<file path="config.mk">
export PLATFORM = sky130hd
export DESIGN_NAME = rc4_prga_decrypt
export DESIGN_NICKNAME = d
export VERILOG_FILES = /design/src/rtl/rc4_pkg.sv /design/src/rtl/rc4_char_check.sv /design/src/rtl/rc4_prga_decrypt.sv
export SDC_FILE = /design/constraint.sdc
export NUM_CORES = 1
export LEC_CHECK = 0
export CAP_MARGIN = 25
export CELL_PAD_IN_SITES_DETAIL_PLACEMENT = 1
export CELL_PAD_IN_SITES_GLOBAL_PLACEMENT = 1
export CORE_MARGIN = 2
export CORE_UTILIZATION = 35
export CTS_BUF_LIST = sky130_fd_sc_hd__clkbuf_4 sky130_fd_sc_hd__clkbuf_8 sky130_fd_sc_hd__clkbuf_16
export DETAILED_ROUTE_END_ITERATION = 10
export GPL_TIMING_DRIVEN = 0
export PLACE_DENSITY = 0.63
export SKIP_LAST_GASP = 1
export SYNTH_ARGS = -nofsm -noshare
export SYNTH_HDL_FRONTEND = slang
export SYNTH_SLANG_ARGS = --single-unit
</file>
<file path="constraint.sdc">
create_clock -name clk -period 5.7 [get_ports clk]
set_clock_uncertainty 0.2 [all_clocks]
set_input_delay 0.855 -clock clk [delete_from_list [all_inputs] [get_ports clk]]
set_output_delay 0.855 -clock clk [all_outputs]
set_load 0.005 [all_outputs]
</file>
<file path="src/rtl/rc4_pkg.sv">
// Shared RC4 definitions: PRGA state encoding, default message length and
// the plaintext character class used by the key search.
package rc4_pkg;

    typedef enum logic [3:0] {
        ST_IDLE,
        ST_READ_I,
        ST_WAIT_I,
        ST_READ_J,
        ST_WAIT_J,
        ST_WRITE_I,
        ST_WRITE_J,
        ST_READ_F,
        ST_WAIT_F,
        ST_WRITE_D,
        ST_DONE
    } rc4_state_t;

    localparam int         MSG_LEN_DEFAULT = 32;
    localparam logic [7:0] CHAR_LO         = 8'h61;
    localparam logic [7:0] CHAR_HI         = 8'h7A;
    localparam logic [7:0] CHAR_SPACE      = 8'h20;

endpackage

</file>
<file path="src/rtl/rc4_char_check.sv">
// Combinational plaintext character classifier: legal = 'a'..'z' or space.
module rc4_char_check
    import rc4_pkg::*;
(
    input  logic [7:0] byte_val,
    output logic       legal
);

    assign legal = ((byte_val >= CHAR_LO) && (byte_val <= CHAR_HI)) ||
                   (byte_val == CHAR_SPACE);

endmodule

</file>
<file path="src/rtl/rc4_prga_decrypt.sv">
// RC4 keystream generation and decryption: permutes S, writes D = keystream ^ E,
// and aborts with key_valid=0 at the first plaintext byte outside the legal set.
module rc4_prga_decrypt
    import rc4_pkg::*;
#(
    parameter int MSG_LEN = MSG_LEN_DEFAULT,
    parameter int ADDR_W  = 8,
    parameter int DATA_W  = 8
) (
    input  logic              clk,
    input  logic              reset_n,
    input  logic              start,
    output logic              done,
    output logic              key_valid,
    output logic [ADDR_W-1:0] s_addr,
    output logic [DATA_W-1:0] s_wdata,
    output logic              s_wren,
    input  logic [DATA_W-1:0] s_rdata,
    output logic [ADDR_W-1:0] e_addr,
    input  logic [DATA_W-1:0] e_rdata,
    output logic [ADDR_W-1:0] d_addr,
    output logic [DATA_W-1:0] d_wdata,
    output logic              d_wren
);

    rc4_state_t        state_r, state_s;
    logic [ADDR_W-1:0] i_r, j_r, k_r, i_s, j_s, k_s;
    logic [DATA_W-1:0] si_r, sj_r, f_r, e_byte_r;
    logic [DATA_W-1:0] si_s, sj_s, f_s, e_byte_s;
    logic              key_valid_s;
    logic [ADDR_W-1:0] s_addr_s, e_addr_s, d_addr_s;
    logic [DATA_W-1:0] s_wdata_s, d_wdata_s;
    logic              s_wren_s, d_wren_s, done_s;
    logic [DATA_W-1:0] plain_s;
    logic              legal_s;

    assign plain_s = f_r ^ e_byte_r;

    rc4_char_check u_char_check (
        .byte_val (8'(plain_s)),
        .legal    (legal_s)
    );

    // Next-state and working-register update, one algorithm step per state.
    always_comb begin
        state_s     = state_r;
        i_s         = i_r;
        j_s         = j_r;
        k_s         = k_r;
        si_s        = si_r;
        sj_s        = sj_r;
        f_s         = f_r;
        e_byte_s    = e_byte_r;
        key_valid_s = key_valid;
        case (state_r)
            ST_IDLE: begin
                if (start) begin
                    i_s         = '0;
                    j_s         = '0;
                    k_s         = '0;
                    key_valid_s = 1'b0;
                    state_s     = ST_READ_I;
                end else begin
                    state_s = ST_IDLE;
                end
            end
            ST_READ_I: begin
                i_s     = i_r + ADDR_W'(1'b1);
                state_s = ST_WAIT_I;
            end
            ST_WAIT_I: begin
                si_s    = s_rdata;
                j_s     = j_r + ADDR_W'(s_rdata);
                state_s = ST_READ_J;
            end
            ST_READ_J:  state_s = ST_WAIT_J;
            ST_WAIT_J: begin
                sj_s    = s_rdata;
                state_s = ST_WRITE_I;
            end
            ST_WRITE_I: state_s = ST_WRITE_J;
            ST_WRITE_J: state_s = ST_READ_F;
            ST_READ_F:  state_s = ST_WAIT_F;
            ST_WAIT_F: begin
                f_s      = s_rdata;
                e_byte_s = e_rdata;
                state_s  = ST_WRITE_D;
            end
            ST_WRITE_D: begin
                if (!legal_s) begin
                    key_valid_s = 1'b0;
                    state_s     = ST_DONE;
                end else if (k_r == ADDR_W'(MSG_LEN - 1)) begin
                    key_valid_s = 1'b1;
                    state_s     = ST_DONE;
                end else begin
                    k_s     = k_r + ADDR_W'(1'b1);
                    state_s = ST_READ_I;
                end
            end
            ST_DONE: begin
                if (start) begin
                    state_s = ST_DONE;
                end else begin
                    state_s = ST_IDLE;
                end
            end
            default: state_s = ST_IDLE;
        endcase
    end

    // Memory-port values for the state being entered, so they register cleanly.
    always_comb begin
        s_addr_s  = '0;
        s_wdata_s = '0;
        s_wren_s  = 1'b0;
        e_addr_s  = '0;
        d_addr_s  = '0;
        d_wdata_s = '0;
        d_wren_s  = 1'b0;
        done_s    = 1'b0;
        case (state_s)
            ST_READ_I:  s_addr_s = i_s + ADDR_W'(1'b1);
            ST_READ_J:  s_addr_s = j_s;
            ST_WRITE_I: begin
                s_addr_s  = i_s;
                s_wdata_s = sj_s;
                s_wren_s  = 1'b1;
            end
            ST_WRITE_J: begin
                s_addr_s  = j_s;
                s_wdata_s = si_s;
                s_wren_s  = 1'b1;
            end
            ST_READ_F: begin
                s_addr_s = ADDR_W'(si_s + sj_s);
                e_addr_s = k_s;
            end
            ST_WRITE_D: begin
                d_addr_s  = k_s;
                d_wdata_s = f_s ^ e_byte_s;
                d_wren_s  = 1'b1;
            end
            ST_DONE:    done_s = 1'b1;
            default:    done_s = 1'b0;
        endcase
    end

    // State, working registers and registered memory ports.
    always_ff @(posedge clk or negedge reset_n) begin
        if (!reset_n) begin
            state_r   <= ST_IDLE;
            i_r       <= '0;
            j_r       <= '0;
            k_r       <= '0;
            si_r      <= '0;
            sj_r      <= '0;
            f_r       <= '0;
            e_byte_r  <= '0;
            key_valid <= 1'b0;
            done      <= 1'b0;
            s_addr    <= '0;
            s_wdata   <= '0;
            s_wren    <= 1'b0;
            e_addr    <= '0;
            d_addr    <= '0;
            d_wdata   <= '0;
            d_wren    <= 1'b0;
        end else begin
            state_r   <= state_s;
            i_r       <= i_s;
            j_r       <= j_s;
            k_r       <= k_s;
            si_r      <= si_s;
            sj_r      <= sj_s;
            f_r       <= f_s;
            e_byte_r  <= e_byte_s;
            key_valid <= key_valid_s;
            done      <= done_s;
            s_addr    <= s_addr_s;
            s_wdata   <= s_wdata_s;
            s_wren    <= s_wren_s;
            e_addr    <= e_addr_s;
            d_addr    <= d_addr_s;
            d_wdata   <= d_wdata_s;
            d_wren    <= d_wren_s;
        end
    end

endmodule

</file>
==> metrics.txt, run 1 <==
outcome=complete, no violations; Setup crit end kind=register; post-CTS setup buffer count=0; CORE AREA=14,640 um^2; number of synthesized flops with an enable pin=0; Initial DRC Count=193; first-pass GRT wire length=23.74 mm; Via-to-Cell Ratio=5.252; vias in the first global route=4,443; CTS Buf Count=9; antenna viol nets, final=0; fin crit period=4.559 ns; final wirelength=14.49 mm; largest net degree at the start of global routing=54; antenna violations before repair=0; post-route core utilization=44.04%; CTS tree=yes; Clock Tree Buf Depth=2; CTS sink cnt=104; wire per inst=18.18 um; Final Max Slew Viols=0; RSZ-0062 raised after global routing=no; Worst-path clk slew=0.07 ns; Total Routing Usage GR=18.96%; worst-path maximum fanout=10; Row Count=44; Least-Margin Pin Slew=0.8813 ns; number of diodes=0; Slew headroom=41.25%; area of the die=16,120 um^2; num ports=63; Post-CTS Resized=0; PwrDens=523.3 nW/um^2; WS Path Type=register to register; DP HPWL=10.63 mm; Syn Area/Cell=9.874 um^2; CP arrival=4.59 ns; Area Overhead vs Synth=21.87%; Mapped Cells=536; fmax=0.2193 GHz; Tot Pwr=3.375 mW; ys flop type=dfrtp_1; required time of the critical path=5.73 ns; CTS root buf=clkbuf_16; DR pass1 iterations=4; Syn Nets=574; maxcap violations=0; Die Wd=127.0 um; Initial Utilization=36.14%; sequential-to-total area share from yosys stat=49.17%; CTS HTree Levels=3; fin crit share=79.98%; Residual DRC=0; startpoint class of the critical path=register; Port-buffer cells=61; final hold viol count=0; FF-to-FF setup slack=1.14 ns; RePlAce Congestion=0.8404; YS warnings=0; Die H=127.0 um; Synth cell types=65; min-delay worst type=register to register; Max IR drop VDD=0.2664 mV; fin nets=647; Async SR Flop Fraction=100.0%; grt ovf=0; final setup fails=0; Cell Area, Synth=5293 um^2; Clock Latency Late Sink=0.36 ns; Lkg Pwr=2.944 nW; share of layout cells above drive strength 1=6.688%; Worst Hold Margin=0.3011 ns; routed vias=4,186; Post-CTS Hold Fix Bufs=0; register bit total from synthesis=104
## logic make-up after synthesis
kind of cell	share of synthesized area, %
AOI/OAI and AO/OA	11.80
xor gates and xnor gates	5.721
adders and majority gates	4.775
buffers and inverters	2.411
DFF	49.17
muxes	5.201
and+or+nand+nor	20.92
## power breakdown
part / internal (mW) / switching, mW / leakage, nW
Combinational: 0.671 / 0.967 / 1.43
Sequential: 0.959 / 0.151 / 1.36
Clock: 0.353 / 0.274 / 0.149
Total: 1.98 / 1.39 / 2.94
## placed cells by master (no fill, tap or decap), drive strengths merged, types with 2 or more instances in the layout
master / count
nor3b: 2
o21ai: 23
xor2: 12
nor2b: 4
nand4: 6
a211oi: 3
nor4b: 2
nand2: 106
o21bai: 4
dfrtp: 104
mux2i: 15
and3: 15
a32o: 2
fa: 2
a21o: 5
o211ai: 4
inv: 11
buf: 10
nor4: 3
nor2: 48
o31ai: 4
nor3: 5
clkinv: 4
and2: 2
a221oi: 2
ha: 17
nand2b: 16
a31oi: 6
a21oi: 22
clkdlybuf4s50: 60
o2bb2ai: 2
a222oi: 2
nand3: 13
clkbuf: 22
a32oi: 2
mux2: 10
xnor2: 20
or3: 6
## path summary, 6_finish.rpt
kind,startpoint,endpoint,depth (start not counted)
min in group asynchronous,reset_n,d_wdata[4],1
max in group asynchronous,reset_n,i_r[4],2
setup / recovery,state_r[2],s_addr[7],15
setup reg to reg,state_r[2],s_addr[7],15
hold / removal,sj_r[4],sj_r[4],1
hold reg to reg,sj_r[4],sj_r[4],1
## per-stage QoR
step	setup TNS [ns]	setup WS (ns)	area, um^2	std cells
finish	0	1.141	6450	797
floorplan	0	2.147	5293	536
global placement	-56.29	-0.5531	6133	781
CTS	0	1.045	6450	797
global route	0	0.6881	6450	797
detailed placement	0	1.033	6158	782
## registers in the layout (all words and copies together) (netlist names)
register and count:
e_addr 8, d_wren 1, d_addr 8, s_wdata 8, done 1, d_wdata 8, f_r 8, state_r 4
sj_r 8, k_r 8, s_wren 1, e_byte_r 8, si_r 8, j_r 8, key_valid 1, s_addr 8
i_r 8
## synthesized netlist by cell type (4+ instances only)
master,number,share of area (%)
dfrtp_1,104,49
ha_1,17,4.0
a21o_1,5,0.71
xor2_1,12,2.0
nand2_1,106,7.5
xnor2_1,20,3.3
o21ai_0,12,1.1
o21ai_1,11,1.0
and3_1,15,1.8
o31ai_1,4,0.57
nor2b_1,4,0.47
nor2_1,47,3.3
a31oi_1,4,0.47
a21oi_1,22,2.1
or3_1,6,0.71
nor3_1,4,0.38
inv_1,11,0.78
buf_1,4,0.28
nand4_1,5,0.59
nand2b_1,16,1.9
o211ai_1,4,0.57
nand3_1,13,1.2
mux2_2,10,2.1
mux2i_1,14,2.6
clkbuf_1,11,0.78
## final cells by class
type                    instances  area (um^2)
fillers                      1647         8194
multi-input cells             401         2562
flip-flops and latches        104         2603
inverters                      12        45.04
clock buffers                  11        246.5
plain buffers                  19        82.58
clock inverters                 4        45.04
repair buffers                 62        635.6
well taps                     184        230.2
## metal layers
layer | track usage (%) | vias up | share of wire (%)
met2 | 32.35 | 64 | 50
met1 | 24.21 | 2105 | 46
li1 | - | 1999 | -
met4 | 5.430 | 0 | 1.4
met3 | 4.397 | 18 | 2.8
met5 | 0 | - | 0
## critical path, cell delays in order, from the launching register on
cell and delay, ns:
dfrtp_1 0.46, clkbuf_1 0.34, nor2_1 0.15, nand2_1 0.23
clkbuf_1 0.36, clkbuf_1 0.52, nand2_1 0.11, nand2_1 0.16
ha_1 0.25, a21oi_1 0.18, o21ai_1 0.16, or4_1 0.42
a31oi_1 0.32, xnor3_1 0.29, a21oi_1 0.15, nand3_1 0.11
Note: power is estimated with default switching activity, not from simulation.
==> run 2: changes to the inputs <==
--- a/config.mk
+++ b/config.mk
@@ -13,7 +13,7 @@
 export CTS_BUF_LIST = sky130_fd_sc_hd__clkbuf_4 sky130_fd_sc_hd__clkbuf_8 sky130_fd_sc_hd__clkbuf_16
 export DETAILED_ROUTE_END_ITERATION = 10
 export GPL_TIMING_DRIVEN = 0
-export PLACE_DENSITY = 0.63
+export PLACE_DENSITY = 0.66
 export SKIP_LAST_GASP = 1
 export SYNTH_ARGS = -nofsm -noshare
 export SYNTH_HDL_FRONTEND = slang
==> constraint.sdc (replaced) <==
create_clock -name clk -period 3.8 [get_ports clk]
set_clock_uncertainty 0.2 [all_clocks]
set_input_delay 0.57 -clock clk [delete_from_list [all_inputs] [get_ports clk]]
set_output_delay 0.57 -clock clk [all_outputs]
set_load 0.005 [all_outputs]
==> run 2 against run 1 <==
  * Critical path type unchanged
  * Highest routed layer unchanged
  * Via count increased by 0.84%
  * The run now ends with hold timing left
  * Cell count increased by 0.88%
  * Setup slack got worse by 0.98 ns
  * Utilization increased by 1.1 points
  * Routed wire length decreased by 0.32%
  * Hold slack got worse by 0.31 ns
  * Cell area increased by 2.5%
  * Maximum frequency increased by 25%
==> metrics.txt, run 2 (synthesized netlist as in run 1, its figures left out) <==
fmax=0.2747 GHz (+25%); Max IR drop VDD=0.4640 mV (+74%); slowest stage cell, crit path=or4_1; CTS sink cnt=104 (unchanged); number of diodes=0 (unchanged); CTS Buf Count=9 (unchanged); routed vias=4,221 (+0.84%); Row Count=44 (unchanged); Total Routing Usage GR=19.27% (+0.31 points); share of layout cells above drive strength 1=10.48% (+3.8 points); max incr delay on CP=0.46 ns (-0.06 ns); min-delay worst type=input port to async pin; outcome=finished, violations left; Crit path buffers/inverters=2 (-1); Via-to-Cell Ratio=5.250 (about the same); RSZ-0062 raised after global routing=yes; failing checks=hold timing; Clk network pwr share=18.3% (-0.3 points); cell breakdown of the critical path=inv_1 > nand2_1 > nor3_4 > clkbuf_8 > mux2_2 > ha_1 > a21oi_2 > o21ai_2 > or4_1 > a31oi_4 > xnor3_1 > a21oi_1 > nand3_1; final setup fails=0 (unchanged); Clock Latency Late Sink=0.35 ns (about the same); CORE AREA=14,640 um^2 (unchanged); Seq pwr share=31.6% (-1.3 points); final hold viol count=9 (+9); Lkg Pwr=3.019 nW (+2.5%); Least-Margin Pin Slew=0.8948 ns (+0.01352 ns); grt ovf=0 (unchanged); wire per inst=17.97 um (-1.2%); vias in the first global route=4,526 (+1.9%); required time of the critical path=3.82 ns (-1.91 ns); CTS tree=yes; Logic pwr share=50.1% (+1.6 points); Post-CTS Hold Fix Bufs=0 (unchanged); DR pass1 iterations=4 (unchanged); WS Path Type=register to register; fin crit period=3.640 ns (-0.9191 ns); Area Overhead vs Synth=24.89%; Sw Pwr=2.152 mW (+55%); Clock Tree Buf Depth=2 (unchanged); most frequent cells in the layout=nand2_1, dfrtp_1, clkdlybuf4s50_1, nor2_1; Die H=127.0 um (unchanged); Initial DRC Count=250 (+30%); CTS HTree Levels=3 (unchanged); Slew headroom=40.35% (-0.90 points); startpoint class of the critical path=register; area of the die=16,120 um^2 (unchanged); antenna violations before repair=0 (unchanged); Worst Hold Margin=-0.009375 ns (-0.3105 ns); Crit path max-delay family=simple AND/OR/NAND/NOR gates; CP arrival=3.66 ns (-0.93 ns); Tot Pwr=5.254 mW (+56%); Final Max Slew Viols=0 (unchanged); maxcap violations=0 (unchanged); Die Wd=127.0 um (unchanged); DP HPWL=10.46 mm (-1.6%); worst-path maximum fanout=5 (-5); CTS root buf=clkbuf_16; fin crit share=95.79% (+16 points); fin nets=653 (+0.93%); final wirelength=14.45 mm (-0.32%); Worst-path clk slew=0.07 ns (about the same); Residual DRC=0 (unchanged); Initial Utilization=36.14% (unchanged); Setup crit end kind=register; first-pass GRT wire length=24.09 mm (+1.5%); Switching Fraction=40.97% (-0.27 points); commonest non-fill, non-tap cell in the layout=nand2_1; Port-buffer cells=61 (unchanged); num ports=63 (unchanged); Int Pwr=3.101 mW (+56%); RePlAce Congestion=0.8166 (-2.8%); largest net degree at the start of global routing=67 (+24%); PwrDens=794.8 nW/um^2 (+52%); antenna viol nets, final=0 (unchanged)
-- run 2: cell count changes in the layout (fill, tap and decap cells not counted), moves of 2 or more --
cell      previous run  this run
a21oi_1             22        20
a21oi_2              0         2
buf_4                1         9
clkbuf_1            11         6
clkbuf_4             1         3
clkbuf_8             1         4
dfrtp_1            104       101
dfrtp_2              0         3
nand2_1            106       104
nor3_4               0         2
-- run 2: final timing paths --
| check | start | endpoint | slack, ns | depth (start not counted) |
|---|---|---|---|---|
| setup / recovery | state_r[3] | s_addr[7] | 0.16 | 13 |
| min in group clk | sj_r[6] | sj_r[6] | 0.30 | 1 |
| setup reg to reg | state_r[3] | s_addr[7] | 0.16 | 13 |
| hold / removal | reset_n | d_wdata[2] | -0.009 | 1 |
| max in group asynchronous | reset_n | state_r[1] | 2.69 | 2 |
| hold reg to reg | sj_r[6] | sj_r[6] | 0.30 | 1 |
-- run 2: cell type report --
class / count / area, um^2
timing repair buffer: 70 / 695.7
tap: 184 / 230.2
buffer: 17 / 98.84
multi-input combinational: 401 / 2626
clock buffer: 13 / 267.8
fill: 1632 / 8034
sequential: 104 / 2606
inverter: 12 / 45.04
clock inverter: 3 / 40.04
-- run 2: through the flow --
step	instance area (um^2)	TNS, ns	cells	setup slack, ns	utilization (%)
3_3_place_gp	6133	-217.87	781	-2.087	41.88
2_1_floorplan	5293	0	536	0.2474	-
5_1_grt	6610	-0.03720	804	-0.03720	45.14
6_report	6610	0	804	0.1601	45.14
4_1_cts	6586	0	804	0.01429	44.98
3_5_place_dp	6158	-2.022	782	-0.8797	42.05
-- run 2: metal layers --
metal	global-route usage, %	vias to the layer above	routed length, um	part of all wire [%]
met5	0	-	0	0
met4	5.171	0	277	1.9
met3	5.151	20	678	4.7
met2	32.04	89	7004	48
met1	25.05	2095	6485	45
li1	-	2017	-	-
-- run 2: power groups by stage --
stage          sequential (mW)  combinational (mW)  clock, mW
2_1_floorplan             1.63                1.72          0
3_3_place_gp              1.67                2.39          0
3_5_place_dp              1.68                2.47          0
4_1_cts                   1.67                2.62      0.998
5_1_grt                   1.70                2.95       1.04
6_report                  1.66                2.63      0.961
-- run 2: what timing repair did --
item	in CTS	in global routing
buffers inserted	7	1
pin swaps	2	1
resized for setup	20	8
setup endpoints to repair	6	3
